===== src/rtl/red_reduce_seq.sv =====
// Sequential AND/OR/XOR reduction of a word, chunk bits per cycle, with
// optional early termination for AND/OR and a valid/ready handshake on each side.
`timescale 1ns/1ps
module red_reduce_seq #(
    parameter int unsigned width      = 32,
    parameter int unsigned chunk      = 8,
    parameter bit          early_exit = 1'b1
) (
    input  logic             clk_i,
    input  logic             rst_ni,
    input  logic [width-1:0] A,
    input  logic [1:0]       Op,
    input  logic             InValid,
    output logic             InReady,
    output logic             Z,
    output logic             OutValid,
    input  logic             OutReady,
    output logic             Busy
);

    localparam int unsigned csz    = (chunk > width) ? width : chunk;
    localparam int unsigned nbeats = (width + csz - 1) / csz;
    localparam int unsigned cw     = (nbeats > 1) ? $clog2(nbeats) : 1;
    localparam int unsigned pw     = nbeats * csz;

    typedef enum logic [1:0] {IDLE, RUN, DONE} state_t;

    state_t           state, state_nx;
    logic [width-1:0] a_r;
    logic [1:0]       op_r;
    logic             acc;
    logic [cw-1:0]    cnt;

    logic             is_and, is_or, is_xor;
    logic [pw-1:0]    padded;
    logic [csz-1:0]   beat;
    logic             beat_red, acc_nx, last, early, finish, accept, in_ident;

    // Datapath: select current chunk from the identity-padded operand and fold it in.
    always_comb begin
        is_or  = (op_r == 2'b01);
        is_xor = (op_r == 2'b10);
        is_and = !is_or && !is_xor;

        padded              = is_and ? '1 : '0;
        padded[width-1:0]   = a_r;

        beat = '0;
        for (int unsigned k = 0; k < nbeats; k++) begin
            if (cnt == cw'(k)) beat = padded[k*csz +: csz];
        end

        beat_red = is_and ? (&beat) : (is_or ? (|beat) : (^beat));
        acc_nx   = is_and ? (acc & beat_red) : (is_or ? (acc | beat_red) : (acc ^ beat_red));
        last     = (cnt == cw'(nbeats - 1));
        early    = early_exit && ((is_and && !beat_red) || (is_or && beat_red));
        finish   = last || early;

        in_ident = !((Op == 2'b01) || (Op == 2'b10));
    end

    always_comb begin
        state_nx = state;
        InReady  = (state == IDLE) && rst_ni;
        OutValid = (state == DONE);
        Busy     = (state != IDLE);
        accept   = InValid && InReady;
        case (state)
            IDLE: if (accept)   state_nx = RUN;
            RUN:  if (finish)   state_nx = DONE;
            DONE: if (OutReady) state_nx = IDLE;
            default:            state_nx = IDLE;
        endcase
    end

    always_ff @(posedge clk_i or negedge rst_ni) begin
        if (!rst_ni) state <= IDLE;
        else         state <= state_nx;
    end

    always_ff @(posedge clk_i or negedge rst_ni) begin
        if (!rst_ni) begin
            a_r  <= '0;
            op_r <= '0;
            acc  <= 1'b0;
            cnt  <= '0;
            Z    <= 1'b0;
        end else if (accept) begin
            a_r  <= A;
            op_r <= Op;
            acc  <= in_ident;
            cnt  <= '0;
        end else if (state == RUN) begin
            acc <= acc_nx;
            cnt <= cnt + 1'b1;
            if (finish) Z <= acc_nx;
        end
    end

endmodule


===== config.mk =====
export PLATFORM = sky130hd
export DESIGN_NAME = red_reduce_seq
export DESIGN_NICKNAME = d
export VERILOG_FILES = /design/src/rtl/red_reduce_seq.sv
export SDC_FILE = /design/constraint.sdc
export NUM_CORES = 1
export LEC_CHECK = 0
export BUFFER_PORTS_ARGS = -buffer_cell sky130_fd_sc_hd__clkbuf_2
export CORE_MARGIN = 2
export CORE_UTILIZATION = 50
export DETAILED_ROUTE_END_ITERATION = 7
export HOLD_SLACK_MARGIN = 0.12
export PLACE_DENSITY = 0.73
export RECOVER_POWER = 25
export SLEW_MARGIN = 10
export SYNTH_ARGS = -nofsm -noshare
export SYNTH_HDL_FRONTEND = slang
export SYNTH_SLANG_ARGS = --single-unit

===== constraint.sdc =====
create_clock -name clk_i -period 3.7 [get_ports clk_i]
set_clock_uncertainty 0.15 [all_clocks]
set_input_delay 0.74 -clock clk_i [delete_from_list [all_inputs] [get_ports clk_i]]
set_output_delay 0.74 -clock clk_i [all_outputs]
set_load 0.05 [all_outputs]

Word level (Yosys, flattened, before mapping)
Index checks and enable logic that the tools add are counted.
{"block": "word_totals", "regBits": 40, "inputBits": 38, "word_cells": 60}
{"block": "classes", "n_addsub": 1, "n_eq_ne": 12, "n_mux": 16, "bitwise_logic": 4, "n_reduce_logical": 21}
{"op": "two-way mux 8 bit", "n": 4}
{"op": "equality test 2 bit (second input constant)", "n": 5}
{"op": "two-way mux 2 bit", "n": 5}
{"op": "equality test 2 x 1 -> 1 bit (second input constant)", "n": 4}
{"op": "AND reduction 8 bit", "n": 1}
{"op": "OR reduction 8 bit", "n": 1}
{"op": "XOR reduction 8 bit", "n": 1}
{"op": "two-way mux 1 bit", "n": 6}
{"op": "case mux 2 bit (3 select lines)", "n": 1}
{"op": "AND reduction 3 bit", "n": 2}
{"op": "logical AND 1 bit", "n": 5}
{"op": "zero test 1 bit", "n": 4}
{"op": "zero test 2 bit", "n": 2}
{"op": "!= test 2 bit (second input constant)", "n": 2}
{"op": "nonzero test 2 bit", "n": 2}
{"op": "logical OR 1 bit", "n": 3}
{"op": "adder 2 x 1 -> 2 bit (second input constant)", "n": 1}
{"op": "!= test 2 x 1 -> 1 bit (second input constant)", "n": 1}
{"op": "AND 1 bit", "n": 1}
{"op": "NOT 1 bit", "n": 1}
{"op": "OR 1 bit", "n": 1}
{"op": "XOR 1 bit", "n": 1}

Longest topological paths before layout
Gate-level depths: netlist of the first run.
{"block": "depth", "depth_word": 14, "mapped_depth": 18, "mapped_depth_nobuf": 16}

Least setup slack after synthesis of the first run
OpenSTA, ideal clock, no wires.
{"block": "synth_path", "path_kind": "register -> register", "startpoint": "register cnt[1]", "endpoint": "register Z", "setup_ps": 128, "arrival_time_ps": 3106, "slack_ps": 316, "path_stages_with_launch": 18, "path_buffers": 2, "path_cell_list": "dfrtp_1 -> inv_1 -> ha_1 -> buf_4 -> nor2b_1 -> buf_2 -> a221oi_1 -> nor3_1 -> a21o_1 -> ha_1 -> xnor2_1 -> xnor2_1 -> nor2_1 -> o31a_1 -> ha_1 -> mux2i_1 -> a21oi_1 -> mux2_1"}
{"block": "synth_between", "elab_chain_len": 13, "elab_cells_between_ends": 24, "classes_between": "eq/ne: 3; mux: 8; bitwise: 3; reduce/logical: 10"}
{"item": "from (decl)", "line": "32", "text": "logic [cw-1:0] cnt;"}
{"item": "from (signal assigned)", "line": "95", "text": "cnt <= cnt + 1'b1;"}
{"item": "zero test 2 bit", "line": "50", "text": "if (cnt == cw'(k)) beat = padded[k*csz +: csz];"}
{"item": "two-way mux 8 bit (4 in series)", "line": "50"}
{"item": "XOR reduction 8 bit / OR reduction 8 bit (equally long branches)", "line": "53", "text": "beat_red = is_and ? (&beat) : (is_or ? (|beat) : (^beat));"}
{"item": "two-way mux 1 bit (2 in series)", "line": "53"}
{"item": "zero test 1 bit", "line": "56", "text": "early = early_exit && ((is_and && !beat_red) || (is_or && beat_red));"}
{"item": "logical AND 1 bit", "line": "56"}
{"item": "logical OR 1 bit", "line": "56"}
{"item": "logical OR 1 bit", "line": "57", "text": "finish = last || early;"}
{"item": "AND reduction 3 bit (no line)"}
{"item": "to (signal assigned)", "line": "96", "text": "if (finish) Z <= acc_nx;"}
{"item": "to (decl)", "line": "15", "text": "output logic Z,"}
Parallel ways exist; a longest one is shown, timed or not.
A chain may end at the register's enable or synchronous reset.

Worst setup path after layout of the first run
{"block": "layout_path", "startpoint": "register cnt[0]", "endpoint": "register Z"}
The elaborated chain is that of the path after synthesis.

==> summary.md, run 1 <==
| Metric | Value |
|---|---|
| Status | `complete, but fails checks` |
| Violated checks | `capacitance limit, slew limit` |
| Vias in the first global route | `1,504` |
| Initial antenna violation count | `0` |
| Post-Syn Nets | `243` |
| DRC | `0` |
| Die height | `72.6 um` |
| Top sig layer | `met4` |
| M1 WL | `2130 um` |
| Die ar. | `5270 um^2` |
| Nets@finish | `287` |
| Core area | `4440 um^2` |
| Clk root buf | `clkbuf_8` |
| Met3 wire len | `204 um` |
| Final worst slack | `0.147 ns` |
| Vias | `1,555` |
| Syn-to-layout area delta | `19.1%` |
| Gpl congestion | `0.808` |
| CTS tree | `yes` |
| Async SR Flop Fraction | `100%` |
| # H-tree levels | `2` |
| Vias per cell | `5.42` |
| DR pass1 iterations | `4` |
| Remaining global-route overflow | `0` |
| Hold WC Path Type | `reg2reg` |
| IO Port Bufs | `41` |
| Pleak | `1.38 nW` |
| Met2 wire length | `2220 um` |
| Synthesis warning total | `0` |
| Top_reg_cell synth | `dfrtp_1` |
| Placement Setup Slack | `0.0655 ns` |
| Worst setup SP type | `register` |
| Post-synth EDFFs | `0` |
| DR WL/cell | `16.2 um` |
| TritonCTS Buffers | `5` |
| Seq cells post-synth | `40` |
| Final Hold Fails | `0` |
| Routed wire length | `4660 um` |
| Largest net degree at the start of global routing | `41` |
| First-pass GRT wire length | `7250 um` |
| Maximum vdd drop | `0.000567 V` |
| Area leader, netlist | `dfrtp_1` |
| Clock Path Buffers | `2` |
| Final slew viol count | `41` |
| Synth Instances | `190` |
| Num ports | `42` |
| Iteration-0 DRC Markers | `72` |
| Synth top area share | `42.5%` |
| Design Power | `3.19 mW` |
| Worst-path fanout max | `9` |
| Max frequency | `281 MHz` |
| Slew HR | `-39.4%` |
| CTS clk-pin slew, worst paths | `0.08 ns` |
| Hold_buf cts | `0` |
| Fraction of layout cells with a size suffix above 1 | `46.8%` |
| # diodes | `0` |
| Syn avg cell area | `12.4 um^2` |
| DRT antenna net count | `0` |
| GRT Overall Usage | `18.3%` |
| Most frequent cells in the layout | `40 x dfrtp_1, 40 x clkbuf_2, 33 x mux2_4, 13 x ha_1` |
| Synth Cell Area | `2350 um^2` |
| Max-Cap Viols | `1` |
| Worst-margin pin slew | `2.09 ns` |
| Sequential fraction of the synthesis area | `42.5%` |
| CP Class | `reg2reg` |
| Initial core utilization | `53.0%` |
| Dpl hpwl | `3180 um` |
| Die Wd | `72.6 um` |
| Critical Path RT | `3.74 ns` |
| Crit share post-route | `96.0%` |
| WP data arrival | `3.59 ns` |
| Count of final setup violators | `0` |
| Clk sinks | `40` |
| Worst Setup End Kind | `register` |
| Period minus WS final | `3.55 ns` |
| Main area contributors after synthesis | `dfrtp_1 43%, mux2_4 21%, ha_1 8.0%, a21o_1 2.9%, a221oi_1 2.6%` |
| Power Dens Cells | `1140 nW/um^2` |
| Setup TNS Final | `0 ns` |
| # rows | `24` |
| Clock Latency Late Sink | `0.31 ns` |
| Number of fill cells | `355` |
| Post-synth cell types | `39` |
-- Yosys cell counts (2+ instances only) --
library cell,number
dfrtp_1,40
a21o_1,9
inv_1,9
and2b_1,2
o21ai_0,2
buf_2,2
clkbuf_1,3
xor2_1,2
a21oi_1,12
nor2_1,12
nand4_1,2
xnor2_1,3
buf_12,3
buf_6,2
mux2_4,33
a221oi_1,7
ha_1,15
nor3_1,7
nand2_1,5
-- worst paths after layout --
path | startpoint | endpoint | slack [ns] | depth (start not counted)
max | cnt[0] | Z | 0.15 | 14
max reg2reg | cnt[0] | Z | 0.15 | 14
min | a_r[16] | a_r[16] | 0.38 | 1
max in group asynchronous | rst_ni | a_r[15] | 1.12 | 2
min in group asynchronous | rst_ni | state[0] | 1.09 | 2
min reg2reg | a_r[16] | a_r[16] | 0.38 | 1
-- through the flow --
| step | hold WS, ns | utilization [%] | cell area (um^2) | cells |
|---|---|---|---|---|
| after floorplan | 0.294 | - | 2350 | 190 |
| after global placement | 0.332 | 57.2 | 2540 | 276 |
| after detailed placement | 0.351 | 57.2 | 2540 | 276 |
| after CTS | 0.372 | 59.4 | 2640 | 284 |
| after global routing | 0.395 | 63.1 | 2800 | 287 |
| final | 0.384 | 63.1 | 2800 | 287 |
-- state kept, by name, indices dropped and copies added, names as in the netlist --
| register | flops |
|---|---|
| a_r | 32 |
| state | 2 |
| Z | 1 |
| op_r | 2 |
| acc | 1 |
| cnt | 2 |
-- critical path: stages (launching register included) --
cell        delay [ns]
dfrtp_1           0.43
inv_2             0.10
ha_4              0.26
clkinvlp_4        0.23
o211a_1           0.29
a21o_1            0.16
ha_1              0.32
xor2_2            0.19
xnor2_1           0.14
nor2_1            0.07
o31a_1            0.29
ha_1              0.27
mux2i_1           0.17
a21oi_1           0.09
mux2_2            0.28
-- per-layer routing --
metal / vias to the layer above / GRT usage (%)
met1: 747 / 25.9
met5: - / 0
met2: 39 / 26.6
met4: 0 / 9.26
met3: 10 / 3.73
li1: 759 / -
-- layout make-up --
cell class / instances / area, um^2 / share of cell area, %
multi-input cells: 129 / 1340 / 47.9
inverters: 10 / 41.3 / 1.47
repair buffers: 48 / 256 / 9.15
well taps: 52 / 65.1 / 2.32
clock buffers: 6 / 82.6 / 2.95
clock inverters: 2 / 15.0 / 0.535
flip-flops and latches: 40 / 1000 / 35.7
-- logic make-up (layout without fill, tap and decap cells) --
kind of cell | Yosys count | in the layout | share of synthesized area (%)
DFF | 40 | 40 | 42.5
muxes | 35 | 35 | 22.0
and+or+nand+nor | 35 | 35 | 7.60
adders and majority gates | 15 | 15 | 7.97
xor gates and xnor gates | 5 | 5 | 1.86
AOI/OAI and AO/OA | 39 | 39 | 11.7
buffers and inverters | 21 | 66 | 6.33
-- report_power, final --
part	internal, mW	switching, mW	leakage (nW)	total [mW]
registers	0.659	0.207	0.477	0.866
logic	1.06	0.950	0.855	2.01
clock network	0.151	0.163	0.0434	0.313
-- repair_timing --
action | 4_1_cts | 5_1_grt
endpoints found under the setup margin | 0 | 2
setup buffers | 0 | 3
resized for setup | 0 | 24
Note: power is estimated with default switching activity, not from simulation.
==> inputs of run 2 (changes only) <==
Settings changed: GPL_TIMING_DRIVEN from default to 0, MAX_ROUTING_LAYER from default to met4.
==> run 2 against run 1 <==
  * The run now ends clean
  * Power rose by 7.4%
  * Non-clock buffer count is 10 higher
  * First-iteration DRC count increased by 31%
  * Die area did not move
  * Sequential power fell by 2%
  * Count of clock-buffer cells in the layout is the same
  * Largest power group unchanged
  * Routed wire length increased by 2.1%
==> summary.md, run 2 (same netlist as run 1, synthesis figures left out) <==
| Metric | Value |
|---|---|
| # rows | `24` |
| Hold path startpoint | `Z` |
| Power Dens Cells | `1160 nW/um^2` |
| Clk root buf | `clkbuf_8` |
| Count of final setup violators | `0` |
| DRC | `0` |
| Pint | `2.07 mW` |
| Critical path cell sequence | `buf_4 > ha_1 > buf_2 > nor3_2 > a21oi_1 > ha_1 > xor2_1 > xnor2_1 > nor2_1 > o31a_1 > ha_1 > mux2i_1 > a21oi_1 > mux2_1` |
| Slew HR | `30.6%` |
| Maximum vdd drop | `0.000495 V` |
| Critical Path Max Stage Delay | `0.42 ns` |
| Hold_buf cts | `0` |
| IO Port Bufs | `41` |
| R2r endpoint | `Z` |
| R2r worst-path depth | `14` |
| Clock network power share | `10.3%` |
| Die height | `72.6 um` |
| Switching power | `1.35 mW` |
| Worst setup SP type | `register` |
| Fraction of layout cells with a size suffix above 1 | `50.2%` |
| Die Wd | `72.6 um` |
| DRT antenna net count | `0` |
| Worst-path fanout max | `10` |
| Vias in the first global route | `1,570` |
| Final worst slack | `0.160 ns` |
| Logic gate share of total power | `64.8%` |
| Switching share of power | `39.5%` |
| First-pass GRT wire length | `7480 um` |
| Routed wire length | `4750 um` |
| Inst Count DP | `283` |
| Final Hold Fails | `0` |
| DR WL/cell | `16.0 um` |
| Worst Setup End Kind | `register` |
| Most frequent cells in the layout | `41 x clkbuf_2, 40 x dfrtp_1, 33 x mux2_4, 13 x ha_1` |
| Iteration-0 DRC Markers | `94` |
| Pleak | `1.47 nW` |
| Number of fill cells | `338` |
| Placement Setup Slack | `-0.0510 ns` |
| # diodes | `0` |
| Max reg flops | `32` |
| CTS tree | `yes` |
| Design Power | `3.43 mW` |
| Number of cells in the finished layout apart from fillers | `297` |
| CP most frequent cell | `ha_1` |
| Post-layout util | `66.4%` |
| Period minus WS final | `3.54 ns` |
| WP data arrival | `3.57 ns` |
| TritonCTS Buffers | `5` |
| Nets@finish | `297` |
| Clock Latency Late Sink | `0.29 ns` |
| Initial antenna violation count | `0` |
| CTS clk-pin slew, worst paths | `0.08 ns` |
| Vias | `1,612` |
| Vias per cell | `5.43` |
| GRT Overall Usage | `19.3%` |
| Hold path cells | `1` |
| R2r setup slk | `0.16 ns` |
| Gpl congestion | `0.864` |
| Core area | `4440 um^2` |
| DR pass1 iterations | `5` |
| Clock Path Buffers | `2` |
| Final slew viol count | `0` |
| Initial core utilization | `53.0%` |
| Num ports | `42` |
| R2r startpoint | `cnt[0]` |
| Critical Path RT | `3.73 ns` |
| Clk sinks | `40` |
| Critical-path top delay cell | `dfrtp_1` |
| CP Class | `reg2reg` |
| Most common cell after layout, fill and taps aside | `clkbuf_2` |
| Crit share post-route | `95.7%` |
| Dpl hpwl | `3310 um` |
| # H-tree levels | `2` |
| Setup TNS Final | `0 ns` |
| Max-Cap Viols | `0` |
| Hold WC Path Type | `reg2reg` |
| Reg power frac | `24.9%` |
| Die ar. | `5270 um^2` |
| Status | `complete, no violations` |
| Max frequency | `282 MHz` |
| Worst-margin pin slew | `1.04 ns` |
| Syn-to-layout area delta | `25.4%` |
| Remaining global-route overflow | `0` |
| Largest register by flop count | `a_r` |
| Largest net degree at the start of global routing | `43` |
| Hold endpoint | `Z` |
==> run 2: cell count changes in the layout (fill, tap and decap cells not counted), moves of 2 or more <==
cell,previous run,this run
nor3_2,5,8
buf_12,0,3
clkinvlp_4,3,0
nor3_1,3,0
buf_4,5,7
buf_6,1,5
==> run 2: how the worst max path moves through the flow <==
stage | start | endpoint | slack [ns] | depth (start not counted)
after global placement | cnt[1] | Z | 0.01 | 17
final | cnt[0] | Z | 0.16 | 14
after global routing | cnt[1] | Z | -0.06 | 17
after CTS | cnt[1] | Z | 0.01 | 17
after detailed placement | cnt[1] | Z | -0.05 | 17
after floorplan | cnt[1] | Z | 0.32 | 17
==> run 2: timing repair <==
item,CTS,global route
endpoints found under the setup margin,1,2
buffers inserted,0,7
resized for setup,11,24
hold endpoints to repair,0,0
cloned,0,0
pin swaps,2,12
==> run 2: through the flow <==
step	instance area (um^2)	hold slack (ns)
CTS	2780	0.355
global route	2950	0.373
finish	2950	0.349
global placement	2620	0.319
detailed placement	2620	0.331
floorplan	2350	0.294
==> run 2: power groups by stage <==
stage,Combinational (mW),Clock [mW],Sequential (mW)
4_1_cts,1.82,0.362,0.834
3_3_place_gp,1.70,0,0.818
6_report,2.22,0.354,0.852
3_5_place_dp,1.75,0,0.824
2_1_floorplan,1.44,0,0.790
5_1_grt,2.43,0.378,0.883
==> run 2: worst max-delay path, delay by kind of cell (launching register included) <==
family                   cells  cell delay, ns
XOR/XNOR                     2            0.32
AO/OA/AOI/OAI                3            0.43
multiplexers                 2            0.47
AND/OR/NAND/NOR              2            0.35
flip-flops                   1            0.42
adder cells (fa/ha/maj)      3            0.90
buffers and inverters        2            0.40
==> run 2: area by class of cell <==
cell class	count	area (um^2)	share of cell area, %
plain buffers	10	121	4.11
clock buffers	6	72.6	2.46
clock inverters	2	35.0	1.19
inverters	10	42.5	1.44
multi-input cells	129	1350	45.8
flip-flops and latches	40	1000	33.9
well taps	52	65.1	2.20
repair buffers	48	262	8.86
==> run 2: layer usage <==
layer | share of wire, % | track usage, % | up-vias
met5 | 0 | - | -
met4 | 1.2 | 6.17 | 0
met3 | 3.3 | 3.73 | 4
met2 | 48 | 29.2 | 34
met1 | 48 | 26.5 | 787
li1 | - | - | 787
==> inputs of run 3 (changes only) <==
Settings changed: ABC_AREA from default to 1.
==> run 3 against run 2 <==
  * Synthesized area is 5.2% lower
  * Critical path depth is 8 higher
  * Combinational power is 42% lower
  * Sequential share of layout area is 4.4 points higher
  * Core utilization is 5.9 points lower
  * Final cell count is 35% higher
  * Count of clock-buffer cells in the layout stayed put
  * Global-route usage is 2.2 points higher
  * Sequential power is 11% lower
  * Worst hold slack worse by 0.017 ns
  * Largest power group unchanged
==> summary.md, run 3 <==
| Metric | Value |
|---|---|
| Vias | `1,930` |
| Vias per cell | `4.83` |
| Iteration-0 DRC Markers | `119` |
| Die ar. | `5010 um^2` |
| Most frequent cells in the layout | `138 x nand2_1, 41 x clkbuf_2, 40 x dfrtp_1, 33 x inv_1, 15 x ha_1` |
| Pleak | `1.53 nW` |
| Sequential fraction of the synthesis area | `44.8%` |
| Fraction of layout cells with a size suffix above 1 | `18.7%` |
| Remaining global-route overflow | `0` |
| Syn avg cell area | `7.47 um^2` |
| Switching power | `1.07 mW` |
| CP Class | `reg2reg` |
| Async SR Flop Fraction | `100%` |
| Critical Path RT | `3.73 ns` |
| Worst-margin pin slew | `1.00 ns` |
| Clock network power share | `14.9%` |
| DR WL/cell | `12.0 um` |
| Synth Instances | `299` |
| R2r setup slk | `0.34 ns` |
| Num ports | `42` |
| Count of final setup violators | `0` |
| Clk root buf | `clkbuf_8` |
| CTS tree | `yes` |
| Post-synth cell types | `19` |
| M1 WL | `2420 um` |
| Final Hold Fails | `0` |
| Pint | `1.33 mW` |
| Hold WC Path Type | `reg2reg` |
| Switching share of power | `44.7%` |
| Setup TNS Final | `0 ns` |
| Synth top area share | `44.8%` |
| Routed wire length | `4820 um` |
| Area leader, netlist | `dfrtp_1` |
| Gpl congestion | `0.832` |
| Final slew viol count | `0` |
| Inst Count DP | `392` |
| # rows | `24` |
| Syn-to-layout area delta | `17.2%` |
| Seq cells post-synth | `40` |
| CTS clk-pin slew, worst paths | `0.08 ns` |
| Dpl cell area | `2500 um^2` |
| Top_reg_cell synth | `dfrtp_1` |
| # diodes | `0` |
| TritonCTS Buffers | `5` |
| Most common cell after layout, fill and taps aside | `nand2_1` |
| Slew HR | `33.0%` |
| R2r endpoint | `acc` |
| Synthesis warning total | `0` |
| Hold endpoint | `Z` |
| Worst Setup End Kind | `register` |
| Largest net degree at the start of global routing | `42` |
| Post-Syn Nets | `352` |
| Initial core utilization | `51.6%` |
| Clk sinks | `40` |
| GRT Overall Usage | `21.6%` |
| Logic gate share of total power | `53.4%` |
| Initial antenna violation count | `0` |
| Max reg flops | `32` |
| Top post-synthesis cells by count | `138 x nand2_1, 40 x dfrtp_1, 34 x inv_1` |
| Clock Path Buffers | `2` |
| Dpl hpwl | `3540 um` |
| Clock Latency Late Sink | `0.29 ns` |
| Max frequency | `298 MHz` |
| IO Port Bufs | `41` |
| WP data arrival | `3.39 ns` |
| # H-tree levels | `2` |
| Max-Cap Viols | `0` |
| Power Dens Cells | `919 nW/um^2` |
| Worst-path fanout max | `10` |
| Crit share post-route | `90.8%` |
| DRC | `0` |
| Main area contributors after synthesis | `dfrtp_1 45%, nand2_1 23%, ha_1 8.4%, inv_1 5.7%, a21oi_1 3.1%` |
| Hold path cells | `2` |
| Hold path startpoint | `Z` |
| Post-synth EDFFs | `0` |
| Unrepaired setup endpoints after global routing | `false` |
| Die Wd | `70.8 um` |
| Hold_buf cts | `0` |
| Crit path from | `cnt[0]` |
| Worst setup SP type | `register` |
| Nets@finish | `400` |
| Most frequent cell after synthesis | `nand2_1` |
| Met3 wire len | `159 um` |
| Period minus WS final | `3.36 ns` |
| Met2 wire length | `2180 um` |
| Top sig layer | `met4` |
| Core area | `4320 um^2` |
| Reg power frac | `31.7%` |
| Vias in the first global route | `1,823` |
| R2r startpoint | `cnt[0]` |
| Largest register by flop count | `a_r` |
| DR pass1 iterations | `4` |
| Cell area after layout | `2620 um^2` |
| Synth Cell Area | `2230 um^2` |
| Maximum vdd drop | `0.000372 V` |
| Status | `complete, no violations` |
| First-pass GRT wire length | `8310 um` |
| R2r worst-path depth | `22` |
| Number of cells in the finished layout apart from fillers | `400` |
| Die height | `70.8 um` |
| DRT antenna net count | `0` |
run 3: worst max-delay path, cell delays in order, from the launching register on:
cell and delay (ns):
dfrtp_1 0.39, inv_2 0.07, ha_1 0.25, buf_2 0.20, a21oi_1 0.12, nand2_1 0.07, a22oi_1 0.27, inv_1 0.08
ha_1 0.34, inv_1 0.08, nand2_1 0.05, nand2_1 0.05, nand2_1 0.04, nand3_1 0.07, nand2_1 0.05, nand2_1 0.10
inv_1 0.05, ha_1 0.26, o211ai_1 0.16, o21a_1 0.16, o21ai_0 0.08, nand2_1 0.06, o21ai_0 0.07
run 3: logic make-up (layout without fill, tap and decap cells):
family	Yosys count	count (layout)	synth area share, %
DFF	40	40	44.8
and+or+nand+nor	160	160	28.0
AOI/OAI and AO/OA	37	37	9.42
adders and majority gates	15	15	8.41
buffers and inverters	47	96	9.36
run 3: final cells by class:
type / instances / area (um^2)
inverters: 36 / 136
plain buffers: 11 / 72.6
well taps: 52 / 65.1
repair buffers: 41 / 205
fillers: 411 / 1710
flip-flops and latches: 40 / 1000
clock buffers: 6 / 72.6
multi-input cells: 212 / 1030
clock inverters: 2 / 35.0
run 3: power groups by stage:
stage                     combinational (mW)  clock [mW]  sequential (mW)
final                                   1.28       0.359            0.762
after global routing                    1.50       0.383            0.786
after CTS                               1.29       0.362            0.761
after detailed placement                1.28           0            0.768
after global placement                  1.24           0            0.760
after floorplan                        0.997           0            0.746
run 3: how the worst max path moves through the flow:
stage               slack, ns  end
finish                   0.34  acc
global route             0.05  acc
CTS                      0.33  acc
detailed placement       0.34  acc
global placement         0.41  acc
floorplan                0.73  acc
run 3: repair_timing:
action,CTS,global route
gates resized for setup,0,2
setup buffers,0,0
endpoints found under the setup margin,0,1
endpoints found under the hold margin,0,0
run 3: stage by stage:
step                setup slack, ns  utilization [%]  hold slack [ns]  total power [mW]
floorplan                     0.726                -            0.294              1.74
global placement              0.406             57.9            0.305              2.00
detailed placement            0.342             57.9            0.316              2.05
CTS                           0.327             60.4            0.336              2.41
global route                 0.0452             60.5            0.359              2.67
finish                        0.340             60.5            0.332              2.40
run 3: per-layer routing:
layer | up-vias | global-route usage (%)
met5 | - | -
met4 | 0 | 6.29
met3 | 8 | 2.99
met2 | 32 | 33.5
met1 | 881 | 29.7
li1 | 1009 | -
